**config.mk**
```make
export PLATFORM = sky130hd
export DESIGN_NAME = vedic_8b_rev
export DESIGN_NICKNAME = d
export VERILOG_FILES = /design/src/rtl/vedic_8b_rev_pkg.sv /design/src/rtl/vedic_4b_rev.sv /design/src/rtl/vedic_8b_rev_cells.sv /design/src/rtl/vedic_8b_rev.sv
export SDC_FILE = /design/constraint.sdc
export NUM_CORES = 1
export LEC_CHECK = 0
export CORE_MARGIN = 10
export CORE_UTILIZATION = 47
export DETAILED_ROUTE_END_ITERATION = 6
export MAX_ROUTING_LAYER = met4
export PLACE_DENSITY = 0.73
export RECOVER_POWER = 25
export SLEW_MARGIN = 40
export SYNTH_ARGS = -nofsm -noshare
export SYNTH_HDL_FRONTEND = slang
export SYNTH_SLANG_ARGS = --single-unit
export TNS_END_PERCENT = 30
```
**constraint.sdc**
```tcl
create_clock -name clk -period 7.3 [get_ports clk]
set_input_delay 0.73 -clock clk [delete_from_list [all_inputs] [get_ports clk]]
set_output_delay 0.73 -clock clk [all_outputs]
set_load 0.02 [all_outputs]
```
**src/rtl/vedic_8b_rev_pkg.sv**
```systemverilog
// Shared widths for the reversible-logic Vedic multiplier.
package vedic_8b_rev_pkg;
  localparam int unsigned OP_W   = 8;
  localparam int unsigned PROD_W = 16;
  localparam int unsigned NIB_W  = 4;
endpackage

```
**src/rtl/vedic_4b_rev.sv**
```systemverilog
// Combinational 4x4 Vedic multiplier from four 2x2 blocks and reversible adders.

// 2x2 Vedic block: AND partial products summed with two Peres half adders.
module vedic_2b_rev (
  input  logic [1:0] a_i,
  input  logic [1:0] b_i,
  output logic [3:0] p_o
);
  logic cross_c;
  logic unused_p0;
  logic unused_p1;

  assign p_o[0] = a_i[0] & b_i[0];

  peres_gate u_cross (
    .a_i (a_i[1] & b_i[0]),
    .b_i (a_i[0] & b_i[1]),
    .c_i (1'b0),
    .p_o (unused_p0),
    .q_o (p_o[1]),
    .r_o (cross_c)
  );

  peres_gate u_high (
    .a_i (a_i[1] & b_i[1]),
    .b_i (cross_c),
    .c_i (1'b0),
    .p_o (unused_p1),
    .q_o (p_o[2]),
    .r_o (p_o[3])
  );
endmodule

module vedic_4b_rev
  import vedic_8b_rev_pkg::*;
(
  input  logic [NIB_W-1:0]   a_i,
  input  logic [NIB_W-1:0]   b_i,
  output logic [2*NIB_W-1:0] p_o
);
  logic [3:0] p_ll, p_hl, p_lh, p_hh;
  logic [3:0] cross_sum;
  logic       cross_cout;
  logic       unused_cout;

  vedic_2b_rev u_ll (.a_i(a_i[1:0]), .b_i(b_i[1:0]), .p_o(p_ll));
  vedic_2b_rev u_hl (.a_i(a_i[3:2]), .b_i(b_i[1:0]), .p_o(p_hl));
  vedic_2b_rev u_lh (.a_i(a_i[1:0]), .b_i(b_i[3:2]), .p_o(p_lh));
  vedic_2b_rev u_hh (.a_i(a_i[3:2]), .b_i(b_i[3:2]), .p_o(p_hh));

  // Crosswise term pHL + pLH, 5 bits including carry.
  rev_ripple_add #(.W(4)) u_cross (
    .a_i    (p_hl),
    .b_i    (p_lh),
    .sum_o  (cross_sum),
    .cout_o (cross_cout)
  );

  // pHH and pLL do not overlap, so they share one operand; the crosswise term is shifted by 2.
  rev_ripple_add #(.W(8)) u_final (
    .a_i    ({p_hh, p_ll}),
    .b_i    ({1'b0, cross_cout, cross_sum, 2'b00}),
    .sum_o  (p_o),
    .cout_o (unused_cout)
  );
endmodule

```
**src/rtl/vedic_8b_rev_cells.sv**
```systemverilog
// Reversible leaf cells and a ripple adder built from them.

// Peres gate: P=A, Q=A^B, R=(A&B)^C; with C=0 it is a half adder (Q=sum, R=carry).
module peres_gate (
  input  logic a_i,
  input  logic b_i,
  input  logic c_i,
  output logic p_o,
  output logic q_o,
  output logic r_o
);
  assign p_o = a_i;
  assign q_o = a_i ^ b_i;
  assign r_o = (a_i & b_i) ^ c_i;
endmodule

// HNG gate: P=A, Q=B, R=A^B^C, S=((A^B)&C)^(A&B)^D; with D=0 it is a full adder.
module hng_gate (
  input  logic a_i,
  input  logic b_i,
  input  logic c_i,
  input  logic d_i,
  output logic p_o,
  output logic q_o,
  output logic r_o,
  output logic s_o
);
  assign p_o = a_i;
  assign q_o = b_i;
  assign r_o = a_i ^ b_i ^ c_i;
  assign s_o = ((a_i ^ b_i) & c_i) ^ (a_i & b_i) ^ d_i;
endmodule

// Ripple adder: Peres half adder on bit 0, HNG full adders above it.
module rev_ripple_add #(
  parameter int unsigned W = 4
) (
  input  logic [W-1:0] a_i,
  input  logic [W-1:0] b_i,
  output logic [W-1:0] sum_o,
  output logic         cout_o
);
  logic [W-1:0] carry;
  logic [W-1:0] unused_p;
  logic [W-1:0] unused_q;

  peres_gate u_ha (
    .a_i (a_i[0]),
    .b_i (b_i[0]),
    .c_i (1'b0),
    .p_o (unused_p[0]),
    .q_o (sum_o[0]),
    .r_o (carry[0])
  );
  assign unused_q[0] = 1'b0;

  for (genvar i = 1; i < int'(W); i++) begin : g_fa
    hng_gate u_fa (
      .a_i (a_i[i]),
      .b_i (b_i[i]),
      .c_i (carry[i-1]),
      .d_i (1'b0),
      .p_o (unused_p[i]),
      .q_o (unused_q[i]),
      .r_o (sum_o[i]),
      .s_o (carry[i])
    );
  end

  assign cout_o = carry[W-1];
endmodule

```
**src/rtl/vedic_8b_rev.sv**
```systemverilog
// Registered 8x8 unsigned Vedic multiplier using reversible-logic adders.
module vedic_8b_rev
  import vedic_8b_rev_pkg::*;
(
  input  logic              clk,
  input  logic              rst,
  input  logic [OP_W-1:0]   a,
  input  logic [OP_W-1:0]   b,
  output logic [PROD_W-1:0] y
);
  logic [7:0]        p_ll, p_hl, p_lh, p_hh;
  logic [7:0]        cross_sum;
  logic              cross_cout;
  logic              unused_cout;
  logic [PROD_W-1:0] y_d;
  logic [PROD_W-1:0] y_q;

  vedic_4b_rev u_ll (.a_i(a[3:0]), .b_i(b[3:0]), .p_o(p_ll));
  vedic_4b_rev u_hl (.a_i(a[7:4]), .b_i(b[3:0]), .p_o(p_hl));
  vedic_4b_rev u_lh (.a_i(a[3:0]), .b_i(b[7:4]), .p_o(p_lh));
  vedic_4b_rev u_hh (.a_i(a[7:4]), .b_i(b[7:4]), .p_o(p_hh));

  // 8-bit crosswise adder, 9-bit result.
  rev_ripple_add #(.W(8)) u_cross (
    .a_i    (p_hl),
    .b_i    (p_lh),
    .sum_o  (cross_sum),
    .cout_o (cross_cout)
  );

  // Final 16-bit summation; the 16-bit result cannot carry out for 8x8 operands.
  rev_ripple_add #(.W(16)) u_final (
    .a_i    ({p_hh, p_ll}),
    .b_i    ({3'b000, cross_cout, cross_sum, 4'b0000}),
    .sum_o  (y_d),
    .cout_o (unused_cout)
  );

  // Output register with synchronous reset.
  always_ff @(posedge clk) begin
    if (rst) y_q <= '0;
    else     y_q <= y_d;
  end

  assign y = y_q;
endmodule

```
**Word-level counts from Yosys, hierarchy flattened**

Cells that the tools add are included.
W data, S select, Z words.

- Output and inout port bits: 16
- Input bits: 18
- Word-level logic and storage cells: 373
- Flip-flop bits (word level): 16

- Bitwise gates (word level): 372

Operator list:

| cell | count |
|---|---|
| $and A1 B1 Y1 | 194 |
| $xor A1 B1 Y1 | 178 |

**Depth between registers and ports, before layout**

Gate-level depths: netlist (run 1).

- Depth in word-level cells: 30
- Depth in mapped cells: 24

**Cells and area by module**

From an unflattened synthesis (run 1), not the netlist that was laid out.

- Cells, all modules: 550
- Area, all modules: 5,084.9 µm²

By module, submodules not included:

| module | cells each | area an instance (µm²) | instances |
|---|---|---|---|
| hng_gate at u_final.g_fa[15].u_fa ... | 4 | 43.8 | 50 |
| peres_gate | 3 | 28.8 | 42 |
| hng_gate at u_cross.g_fa[1].u_fa ... | 8 | 58.8 | 12 |
| vedic_8b_rev | 34 | 467.9 | 1 |
| vedic_2b_rev | 5 | 28.8 | 16 |
| rev_ripple_add | 1 | 3.8 | 10 |
| vedic_4b_rev | 1 | 3.8 | 4 |

**Worst setup path before layout (run 1)**

Ideal clock, no wire load.

- Path type: in2reg
- Start: in b[0]
- End: reg y_q[15] (netlist: y[15])
- Library setup time: 0.064 ns
- Slack: 0.393 ns
- Path buffers: 0
- Data required time: 7.236 ns
- Arrival time: 6.843 ns
- Cell stages on the path: 22
- Cell sequence: and2_1 ha_1 inv_1 fa_1 inv_1 fa_1 fa_1 fa_1 inv_1 fa_1 fa_1 fa_1 fa_1 fa_1 fa_1 fa_1 fa_1 inv_1 ha_1 ha_1 xor3_1 nor2_1

- Cells in the longest elaborated chain, start to end: 30

Ends and longest elaborated chain:

| element | line | source |
|---|---|---|
| from (decl) | vedic_8b_rev.sv:8 | `input logic [OP_W-1:0] b,` |
| $and A1 B1 Y1 | vedic_4b_rev.sv:16 | `.a_i (a_i[1] & b_i[0]),` |
| $xor A1 B1 Y1 | vedic_8b_rev_cells.sv:13 | `assign q_o = a_i ^ b_i;` |
| $xor A1 B1 Y1 | vedic_8b_rev_cells.sv:30, vedic_8b_rev_cells.sv:31 |  |
| $and A1 B1 Y1 or $xor A1 B1 Y1 (tied branches) | vedic_8b_rev_cells.sv:31, vedic_8b_rev_cells.sv:30 |  |
| $xor A1 B1 Y1 | vedic_8b_rev_cells.sv:31 | `assign s_o = ((a_i ^ b_i) & c_i) ^ (a_i & b_i) ^ d_i;` |
| $and A1 B1 Y1 or $xor A1 B1 Y1 (tied branches) | vedic_8b_rev_cells.sv:31, vedic_8b_rev_cells.sv:30 |  |
| $xor A1 B1 Y1 (on tied branches) | vedic_8b_rev_cells.sv:31, vedic_8b_rev_cells.sv:30 |  |
| $xor A1 B1 Y1 or $and A1 B1 Y1 (tied branches) | vedic_8b_rev_cells.sv:30, vedic_8b_rev_cells.sv:31 |  |
| (+13 left out) | n/a |  |
| $and A1 B1 Y1 | vedic_8b_rev_cells.sv:31 |  |
| $xor A1 B1 Y1 | vedic_8b_rev_cells.sv:31 |  |
| $and A1 B1 Y1 | vedic_8b_rev_cells.sv:31 |  |
| $xor A1 B1 Y1 | vedic_8b_rev_cells.sv:31 |  |
| $and A1 B1 Y1 | vedic_8b_rev_cells.sv:31 |  |
| $xor A1 B1 Y1 (*) | vedic_8b_rev_cells.sv:31 |  |
| $and A1 B1 Y1 (*) (2 in series) | vedic_8b_rev_cells.sv:31 |  |
| $xor A1 B1 Y1 (*) | vedic_8b_rev_cells.sv:30 | `assign r_o = a_i ^ b_i ^ c_i;` |
| to (signal assigned) | vedic_8b_rev.sv:42 | `else y_q <= y_d;` |
| to (decl) | vedic_8b_rev.sv:16 | `logic [PROD_W-1:0] y_q;` |

Mark *: on every way between the ends. The rest lies on a longest branch, timed or not.
A chain may end at the register's enable or synchronous reset.

**Worst setup path after layout (run 1)**

- Start: in a[3]
- End: reg y_q[15] (netlist: y[15])

- Cells in the longest elaborated chain, start to end: 30

Ends and longest elaborated chain:

| element | line | source |
|---|---|---|
| from (decl) | vedic_8b_rev.sv:7 | `input logic [OP_W-1:0] a,` |
| $and A1 B1 Y1 | vedic_4b_rev.sv:16 |  |
| $xor A1 B1 Y1 | vedic_8b_rev_cells.sv:13 |  |
| $xor A1 B1 Y1 | vedic_8b_rev_cells.sv:30, vedic_8b_rev_cells.sv:31 |  |
| $and A1 B1 Y1 or $xor A1 B1 Y1 (tied branches) | vedic_8b_rev_cells.sv:31, vedic_8b_rev_cells.sv:30 |  |
| $xor A1 B1 Y1 | vedic_8b_rev_cells.sv:31 |  |
| $and A1 B1 Y1 or $xor A1 B1 Y1 (tied branches) | vedic_8b_rev_cells.sv:31, vedic_8b_rev_cells.sv:30 |  |
| $xor A1 B1 Y1 (on tied branches) | vedic_8b_rev_cells.sv:31, vedic_8b_rev_cells.sv:30 |  |
| $xor A1 B1 Y1 or $and A1 B1 Y1 (tied branches) | vedic_8b_rev_cells.sv:30, vedic_8b_rev_cells.sv:31 |  |
| (+13 left out) | n/a |  |
| $and A1 B1 Y1 | vedic_8b_rev_cells.sv:31 |  |
| $xor A1 B1 Y1 | vedic_8b_rev_cells.sv:31 |  |
| $and A1 B1 Y1 | vedic_8b_rev_cells.sv:31 |  |
| $xor A1 B1 Y1 | vedic_8b_rev_cells.sv:31 |  |
| $and A1 B1 Y1 | vedic_8b_rev_cells.sv:31 |  |
| $xor A1 B1 Y1 (*) | vedic_8b_rev_cells.sv:31 |  |
| $and A1 B1 Y1 (*) (2 in series) | vedic_8b_rev_cells.sv:31 |  |
| $xor A1 B1 Y1 (*) | vedic_8b_rev_cells.sv:30 |  |

Marked as above.

==> impl_metrics.json, run 1 <==
{
  "status": "finished, final reports clean",
  "wl_met3_um": 215,
  "drtAntennaViolNets": 0,
  "clockRootBuffer": "clkbuf_8",
  "design.die.area_um2": 8646,
  "initial_utilization_pct": 48.71,
  "ys_ff_latch": 16,
  "gr-usage-all-layers_pct": 12.21,
  "vias": 1708,
  "power.total_w": 0.0005657,
  "synth_edf_count": 0,
  "grt_max_degree": 17,
  "antenna_found_initial": 0,
  "rsz0062_at_grt": "no",
  "ys.flop_type": "dfxtp_1",
  "worst-setup-path-type": "in -> reg",
  "fp.dieH_um": 92.99,
  "hold_path_class": "in -> reg",
  "core_area_um2": 5140,
  "htreeDepth": 1,
  "tightest_slew_ns": 0.5045,
  "hold_viol_final": 0,
  "hold_depth": 4,
  "critPathBufInv": 5,
  "wl_per_cell_um": 12.80,
  "fin_setup_tns_ns": 0,
  "fmax_mhz": 142.4,
  "num_io_pins": 34,
  "dp_hpwl_mm": 4.212,
  "worst_ep_required_time_ns": 7.48,
  "worstPathArrival_ns": 7.20,
  "port_buffers": 33,
  "cts.path.max_buffers": 2,
  "antenna-diode-count": 0,
  "wirelength_mm": 4.750,
  "ys_top_cells_by_count": "inv_1 (67), and2_1 (61), ha_1 (44)",
  "cts_tree": "yes",
  "via_per_inst": 4.604,
  "period_needed_ns": 7.024,
  "syn_area_per_cell_um2": 9.818,
  "cp-start-kind": "input port",
  "post-synth-top-count-cell": "inv_1",
  "cp-end-kind": "flop",
  "wl_met1_mm": 2.101,
  "cp_cell_sequence": "clkdlybuf4s50_1 -> and2_1 -> ha_1 -> inv_1 -> fa_1 -> inv_1 -> fa_1 -> fa_2 -> fa_1 -> inv_1 -> fa_1 -> fa_2 -> fa_2 -> fa_2 -> fa_2 -> fa_1 -> fa_2 -> fa_1 -> inv_1 -> ha_1 -> ha_1 -> xor3_1 -> nor2_1",
  "relSlewSlack_pct": 66.26,
  "cts_buffers": 3,
  "yosysWarnings": 0,
  "synth_area_um2": 2504,
  "area_delta_synth_final_pct": 22.29,
  "synth_top_area_cell": "fa_1",
  "p_per_area_nw_per_um2": 184.8,
  "nNetsFinal": 407,
  "highest_layer": "met4",
  "drt_iter0_drc": 54,
  "post-route-period-util_pct": 96.22,
  "cts.sinks": 16,
  "synth_nets": 360,
  "synth.distinct_cells": 11,
  "cts_hold_buf": 0,
  "cts_setup_buffers": 0,
  "grt_pass1_vias": 1807,
  "crit_fanout": 2,
  "die_w_um": 92.99,
  "crit_family": "adder cells",
  "holdCritStartpoint": "a[0]",
  "grt_first_pass_wirelength_mm": 8.383,
  "largest_reg_flops": 16,
  "slew_violations": 0,
  "critPathSlowestCell": "fa_1",
  "synth-seq-area-share_pct": 12.79,
  "syn_inst": 255,
  "drc": 0,
  "fin_ws_ns": 0.2762,
  "drv_cap": 0,
  "drt_first_pass_iters": 4,
  "synthTopCellsByArea": "fa_1 (34%), ha_1 (22%), and2_1 (15%)",
  "crit_cells": 23,
  "final-setup-viol-count": 0,
  "path_clk_slew_ns": 0.06,
  "rows": 26,
  "worstSetupStartpoint": "a[3]",
  "drive_gt1_share_pct": 6.645,
  "synth_top_area_share_pct": 34.38,
  "grt_remaining_overflow": 0,
  "cp_slowest_stage_delay_ns": 0.48,
  "synth-async-reset-ratio_pct": 0,
  "gp_congestion": 0.8295,
  "dp_slack_ns": -0.2897,
  "leakage_nw": 1.462,
  "met2_length_mm": 2.395,
  "max-vdd-ir-drop_v": 0.0001337
}
[power breakdown]
group          leakage [nW]  total (W)  switching, W  internal, W
sequential            0.133   0.000122    0.00000606     0.000116
clock                0.0288  0.0000740     0.0000263    0.0000477
combinational          1.30   0.000370      0.000191     0.000178
total                  1.46   0.000566      0.000224     0.000342
[cell usage in the layout, fill, tap and decap left out]
cell type	Yosys	final
ha_1	44	44
nand2_1	3	3
dlygate4sd3_1	0	7
inv_1	67	67
nor2_1	11	11
xor2_1	3	3
fa_2	0	6
fa_1	43	37
nor2b_1	5	5
buf_4	0	10
dfxtp_1	16	16
clkdlybuf4s50_1	0	26
clkbuf_8	0	4
xor3_1	1	1
and2_1	61	61
[metrics by stage]
| stage | instances | utilization [%] | area [um2] | hold WS (ns) |
|---|---|---|---|---|
| 2_1_floorplan | 255 | - | 2504 | 0.8016 |
| 3_3_place_gp | 367 | 58.20 | 2992 | 1.483 |
| 3_5_place_dp | 367 | 58.20 | 2992 | 1.492 |
| 4_1_cts | 371 | 59.37 | 3052 | 1.230 |
| 5_1_grt | 371 | 59.57 | 3062 | 1.256 |
| 6_report | 371 | 59.57 | 3062 | 1.227 |
[path summary, 6_finish.rpt]
check	end
worst max-delay path	y[15]
worst min-delay path	y[0]
[cell type report]
type,count,area [um2]
Fill cell,483,2078
Multi-Input combinational cell,171,1942
Timing Repair Buffer,43,405.4
Sequential cell,16,320.3
Inverter,67,251.5
Tap cell,70,87.58
Clock buffer,4,55.05
[repair_timing]
item	CTS	global route
pin swaps	0	0
resized for setup	2	4
setup endpoints to repair	2	2
[layer usage]
layer  global-route usage, %  vias up
met4                   3.985        0
met5                       -        -
li1                        -      838
met3                   1.918        4
met2                   19.74       34
met1                   15.27      832
[kinds of logic (layout without fill, tap and decap cells)]
group,count (synthesis),count (layout),synth area share (%)
adders and majority gates,87,87,56.37
and+or+nand+nor,80,80,18.59
buffers and inverters,68,114,10.24
DFF,16,16,12.79
xor gates and xnor gates,4,4,1.999
Power figures use the tool's default switching activity.
==> run 2: changes to the inputs <==
- CORE_MARGIN: 10 -> default
- PLACE_DENSITY: 0.73 -> 0.68
- SKIP_CTS_REPAIR_TIMING: default -> 1
- SYNTH_HIERARCHICAL: default -> 1
==> run 2 against run 1 <==
The run now ends with setup timing left; cell area grew 61%; clock power up 3.8%; final cell count is 68% higher; critical endpoint unchanged.
==> impl_metrics.json, run 2 <==
{
  "status": "complete, but fails checks",
  "violations": "setup timing",
  "largest_reg_flops": 16,
  "synth_area_um2": 3795,
  "drtAntennaViolNets": 0,
  "wl_met3_um": 100,
  "highest_layer": "met4",
  "cp_common_cell": "fa_2",
  "num_io_pins": 34,
  "fin_setup_tns_ns": -5.429,
  "grt_max_degree": 17,
  "cp-start-kind": "input port",
  "rsz0062_at_grt": "yes",
  "critPathBufInv": 6,
  "cts.path.max_buffers": 2,
  "vias": 2409,
  "syn_inst": 379,
  "p_per_area_nw_per_um2": 390.3,
  "hold_depth": 6,
  "wirelength_mm": 6.511,
  "period_needed_ns": 9.445,
  "antenna-diode-count": 0,
  "htreeDepth": 1,
  "multi_input_area_um2": 3767,
  "clockRootBuffer": "clkbuf_8",
  "gr-usage-all-layers_pct": 18.14,
  "core_area_um2": 7767,
  "tightest_slew_ns": 0.6467,
  "crit_family": "adder cells",
  "worst_ep_required_time_ns": 7.44,
  "fillers": 692,
  "max-vdd-ir-drop_v": 0.0002518,
  "fin_area_um2": 4926,
  "grt_pass1_vias": 2678,
  "hold_path_class": "in -> reg",
  "critPathSlowestCell": "fa_1",
  "cp_slowest_stage_delay_ns": 0.54,
  "crit_cells": 39,
  "cts_buffers": 3,
  "worstPathArrival_ns": 9.58,
  "hold_viol_final": 0,
  "relSlewSlack_pct": 56.75,
  "drv_cap": 0,
  "final_common_cell": "conb_1",
  "met2_length_mm": 3.514,
  "drt_iter0_drc": 16,
  "die_w_um": 91.86,
  "nNetsFinal": 643,
  "wl_met1_mm": 2.778,
  "gp_congestion": 0.8425,
  "seq_area_um2": 320.3,
  "via_per_inst": 3.873,
  "cp-end-kind": "flop",
  "slew_violations": 0,
  "initial_utilization_pct": 48.86,
  "yosysWarnings": 6,
  "drc": 0,
  "cts_tree": "yes",
  "syn_area_per_cell_um2": 10.01,
  "drive_gt1_share_pct": 14.04,
  "rows": 32,
  "grt_remaining_overflow": 0,
  "path_clk_slew_ns": 0.06,
  "dp_slack_ns": -3.091,
  "final-setup-viol-count": 4,
  "leakage_nw": 2.655,
  "wl_per_cell_um": 10.47,
  "drt_first_pass_iters": 3,
  "grt_first_pass_wirelength_mm": 11.63,
  "dp_hpwl_mm": 6.053,
  "cts.sinks": 16,
  "worst-setup-path-type": "in -> reg",
  "area_delta_synth_final_pct": 29.81,
  "post-route-period-util_pct": 129.4,
  "utilization_pct": 63.42,
  "layout_common_cells": "conb_1 (118), xor2_1 (79), and2_1 (61)",
  "dpl_cell_area_um2": 4703,
  "fp.dieH_um": 91.86,
  "fmax_mhz": 105.9,
  "holdWs_ns": 1.259,
  "fin_ws_ns": -2.145,
  "design.die.area_um2": 8437,
  "antenna_found_initial": 0,
  "crit_fanout": 2,
  "port_buffers": 33
}
[run 2: cell type report]
cell class,instances,share of cell area [%]
multi-input cells,401,76.48
repair buffers,51,9.652
flip-flops and latches,16,6.502
inverters,48,3.658
well taps,102,2.591
clock buffers,4,1.118
[run 2: metrics by stage]
stage	std cells	power [W]
6_report	622	0.001923
5_1_grt	622	0.002207
3_5_place_dp	618	0.001718
4_1_cts	622	0.001806
2_1_floorplan	466	0.001316
3_3_place_gp	618	0.001642
[run 2: worst paths after layout]
check	start	endpoint	slack, ns
min	b[0]	y[0]	1.26
max	a[0]	y[15]	-2.15
[run 2: per-layer routing]
layer | track usage [%] | vias up
met1 | 20.93 | 1117
met4 | 5.208 | 0
met3 | 0.9950 | 8
li1 | - | 1252
met5 | - | -
met2 | 33.89 | 32
[run 2: report_power, final]
part	switching, W	total (W)	internal (W)
Combinational	0.000844	0.00170	0.000859
Clock	0.0000290	0.0000768	0.0000478
Sequential	0.00000711	0.000142	0.000135
==> run 3: changes to the inputs <==
- GPL_TIMING_DRIVEN: default -> 1
- PLACE_DENSITY: 0.68 -> 0.64
==> run 3 against run 2 <==
Die area unchanged; combinational power up 3%; hold slack better by 0.028 ns; global-route usage up 0.91 points; critical path depth unchanged; the run still ends with setup timing left; clock power down 0.7%; wire length up 7.2%; via count up 3.7%; sequential power about the same.
==> impl_metrics.json, run 3 (synthesis results as in run 2) <==
{
  "status": "complete, but fails checks",
  "violations": "setup timing",
  "drtAntennaViolNets": 0,
  "dpl_cell_area_um2": 4711,
  "layout_common_cells": "conb_1 (118), xor2_1 (80), and2_1 (62)",
  "worst_ep_required_time_ns": 7.44,
  "rows": 32,
  "fp.dieH_um": 91.86,
  "htreeDepth": 1,
  "cts_buffers": 3,
  "drc": 0,
  "area_delta_synth_final_pct": 29.97,
  "gr-usage-all-layers_pct": 19.05,
  "path_clk_slew_ns": 0.06,
  "holdWs_ns": 1.287,
  "largest_reg_flops": 16,
  "period_needed_ns": 9.485,
  "hold_viol_final": 0,
  "cp_slowest_stage_delay_ns": 0.54,
  "slew_violations": 0,
  "initial_utilization_pct": 48.86,
  "antenna_found_initial": 0,
  "grt_first_pass_wirelength_mm": 12.27,
  "cp-start-kind": "input port",
  "drt_iter0_drc": 24,
  "seq_area_um2": 320.3,
  "gp_congestion": 0.7731,
  "antenna-diode-count": 0,
  "final_common_cell": "conb_1",
  "die_w_um": 91.86,
  "cts.sinks": 16,
  "fillers": 673,
  "cts_tree": "yes",
  "grt_remaining_overflow": 0,
  "multi_input_area_um2": 3757,
  "vias": 2499,
  "hold_depth": 6,
  "via_per_inst": 4.011,
  "fmax_mhz": 105.4,
  "dp_hpwl_mm": 6.372,
  "p_per_area_nw_per_um2": 399.9,
  "cts.path.max_buffers": 2,
  "wirelength_mm": 6.977,
  "tightest_slew_ns": 0.7003,
  "hold-path-endpoint": "y[0]",
  "port_buffers": 33,
  "hold_path_class": "in -> reg",
  "nNetsFinal": 644,
  "worst-setup-path-type": "in -> reg",
  "cp_common_cell": "fa_2",
  "wl_per_cell_um": 11.20,
  "fin_area_um2": 4932,
  "grt_max_degree": 17,
  "final-setup-viol-count": 4,
  "crit_fanout": 2,
  "drv_cap": 0,
  "rsz0062_at_grt": "yes",
  "post-route-period-util_pct": 129.9,
  "num_io_pins": 34,
  "relSlewSlack_pct": 53.16,
  "worstPathArrival_ns": 9.63,
  "max-vdd-ir-drop_v": 0.0002752,
  "design.die.area_um2": 8437,
  "cp-end-kind": "flop",
  "critPathSlowestCell": "fa_1",
  "fin_ws_ns": -2.185,
  "holdCritStartpoint": "b[0]",
  "drt_first_pass_iters": 3,
  "clockRootBuffer": "clkbuf_8",
  "grt_pass1_vias": 2795,
  "leakage_nw": 2.680,
  "core_area_um2": 7767,
  "drive_gt1_share_pct": 14.01
}
## run 3: cell types whose count changed in the layout (fill, tap and decap cells not counted), sizes merged
| cell | before | now |
|---|---|---|
| dlygate4sd3 | 5 | 6 |
| buf | 21 | 23 |
| clkdlybuf4s50 | 21 | 19 |
| clkbuf | 5 | 4 |
| dlymetal6s2s | 3 | 4 |
## run 3: report_power, final
| part | total [W] | leakage, nW | internal (W) | switching (W) |
|---|---|---|---|---|
| sequential | 0.000142 | 0.133 | 0.000135 | 0.00000676 |
| combinational | 0.00175 | 2.52 | 0.000892 | 0.000862 |
| clock | 0.0000763 | 0.0288 | 0.0000478 | 0.0000284 |
## run 3: how the worst max path moves through the flow
stage / start / to / slack [ns] / cells after the start
2_1_floorplan: a[1] / y[14] / -1.59 / 37
3_3_place_gp: a[1] / y[15] / -2.88 / 39
3_5_place_dp: a[1] / y[15] / -3.16 / 39
4_1_cts: a[1] / y[15] / -2.98 / 39
5_1_grt: a[1] / y[15] / -2.55 / 39
6_report: a[1] / y[15] / -2.18 / 39
## run 3: layout make-up
class	instances	share of cell area [%]
Multi-Input combinational cell	401	76.18
Timing Repair Buffer	52	9.970
Sequential cell	16	6.494
Inverter	48	3.653
Tap cell	102	2.588
Clock buffer	4	1.116
## run 3: stage by stage
| step | power, W | setup TNS [ns] | std cells | setup slack (ns) | utilization, % |
|---|---|---|---|---|---|
| final | 0.001973 | -5.523 | 623 | -2.185 | 63.50 |
| after global routing | 0.002253 | -7.060 | 623 | -2.555 | 63.50 |
| after CTS | 0.001809 | -9.552 | 623 | -2.977 | 61.36 |
| after detailed placement | 0.001721 | -10.90 | 619 | -3.162 | 60.65 |
| after global placement | 0.001643 | -9.525 | 619 | -2.881 | 60.65 |
| after floorplan | 0.001316 | -3.182 | 466 | -1.592 | - |
## run 3: layer usage
layer  part of all wire, %  routed length [um]  global-route usage (%)
met1                    43                3014                   22.40
met2                    54                3788                   35.70
met3                   1.2                  86                  0.6633
met4                   1.2                  87                   4.818
met5                     0                   0                       -
## run 3: worst max-delay path: cells and delay by family
family,cells,cell delay (ns)
and+or+nand+nor,2,0.35
buffers and inverters,6,0.47
xor gates and xnor gates,14,2.32
adders and majority gates,17,5.75
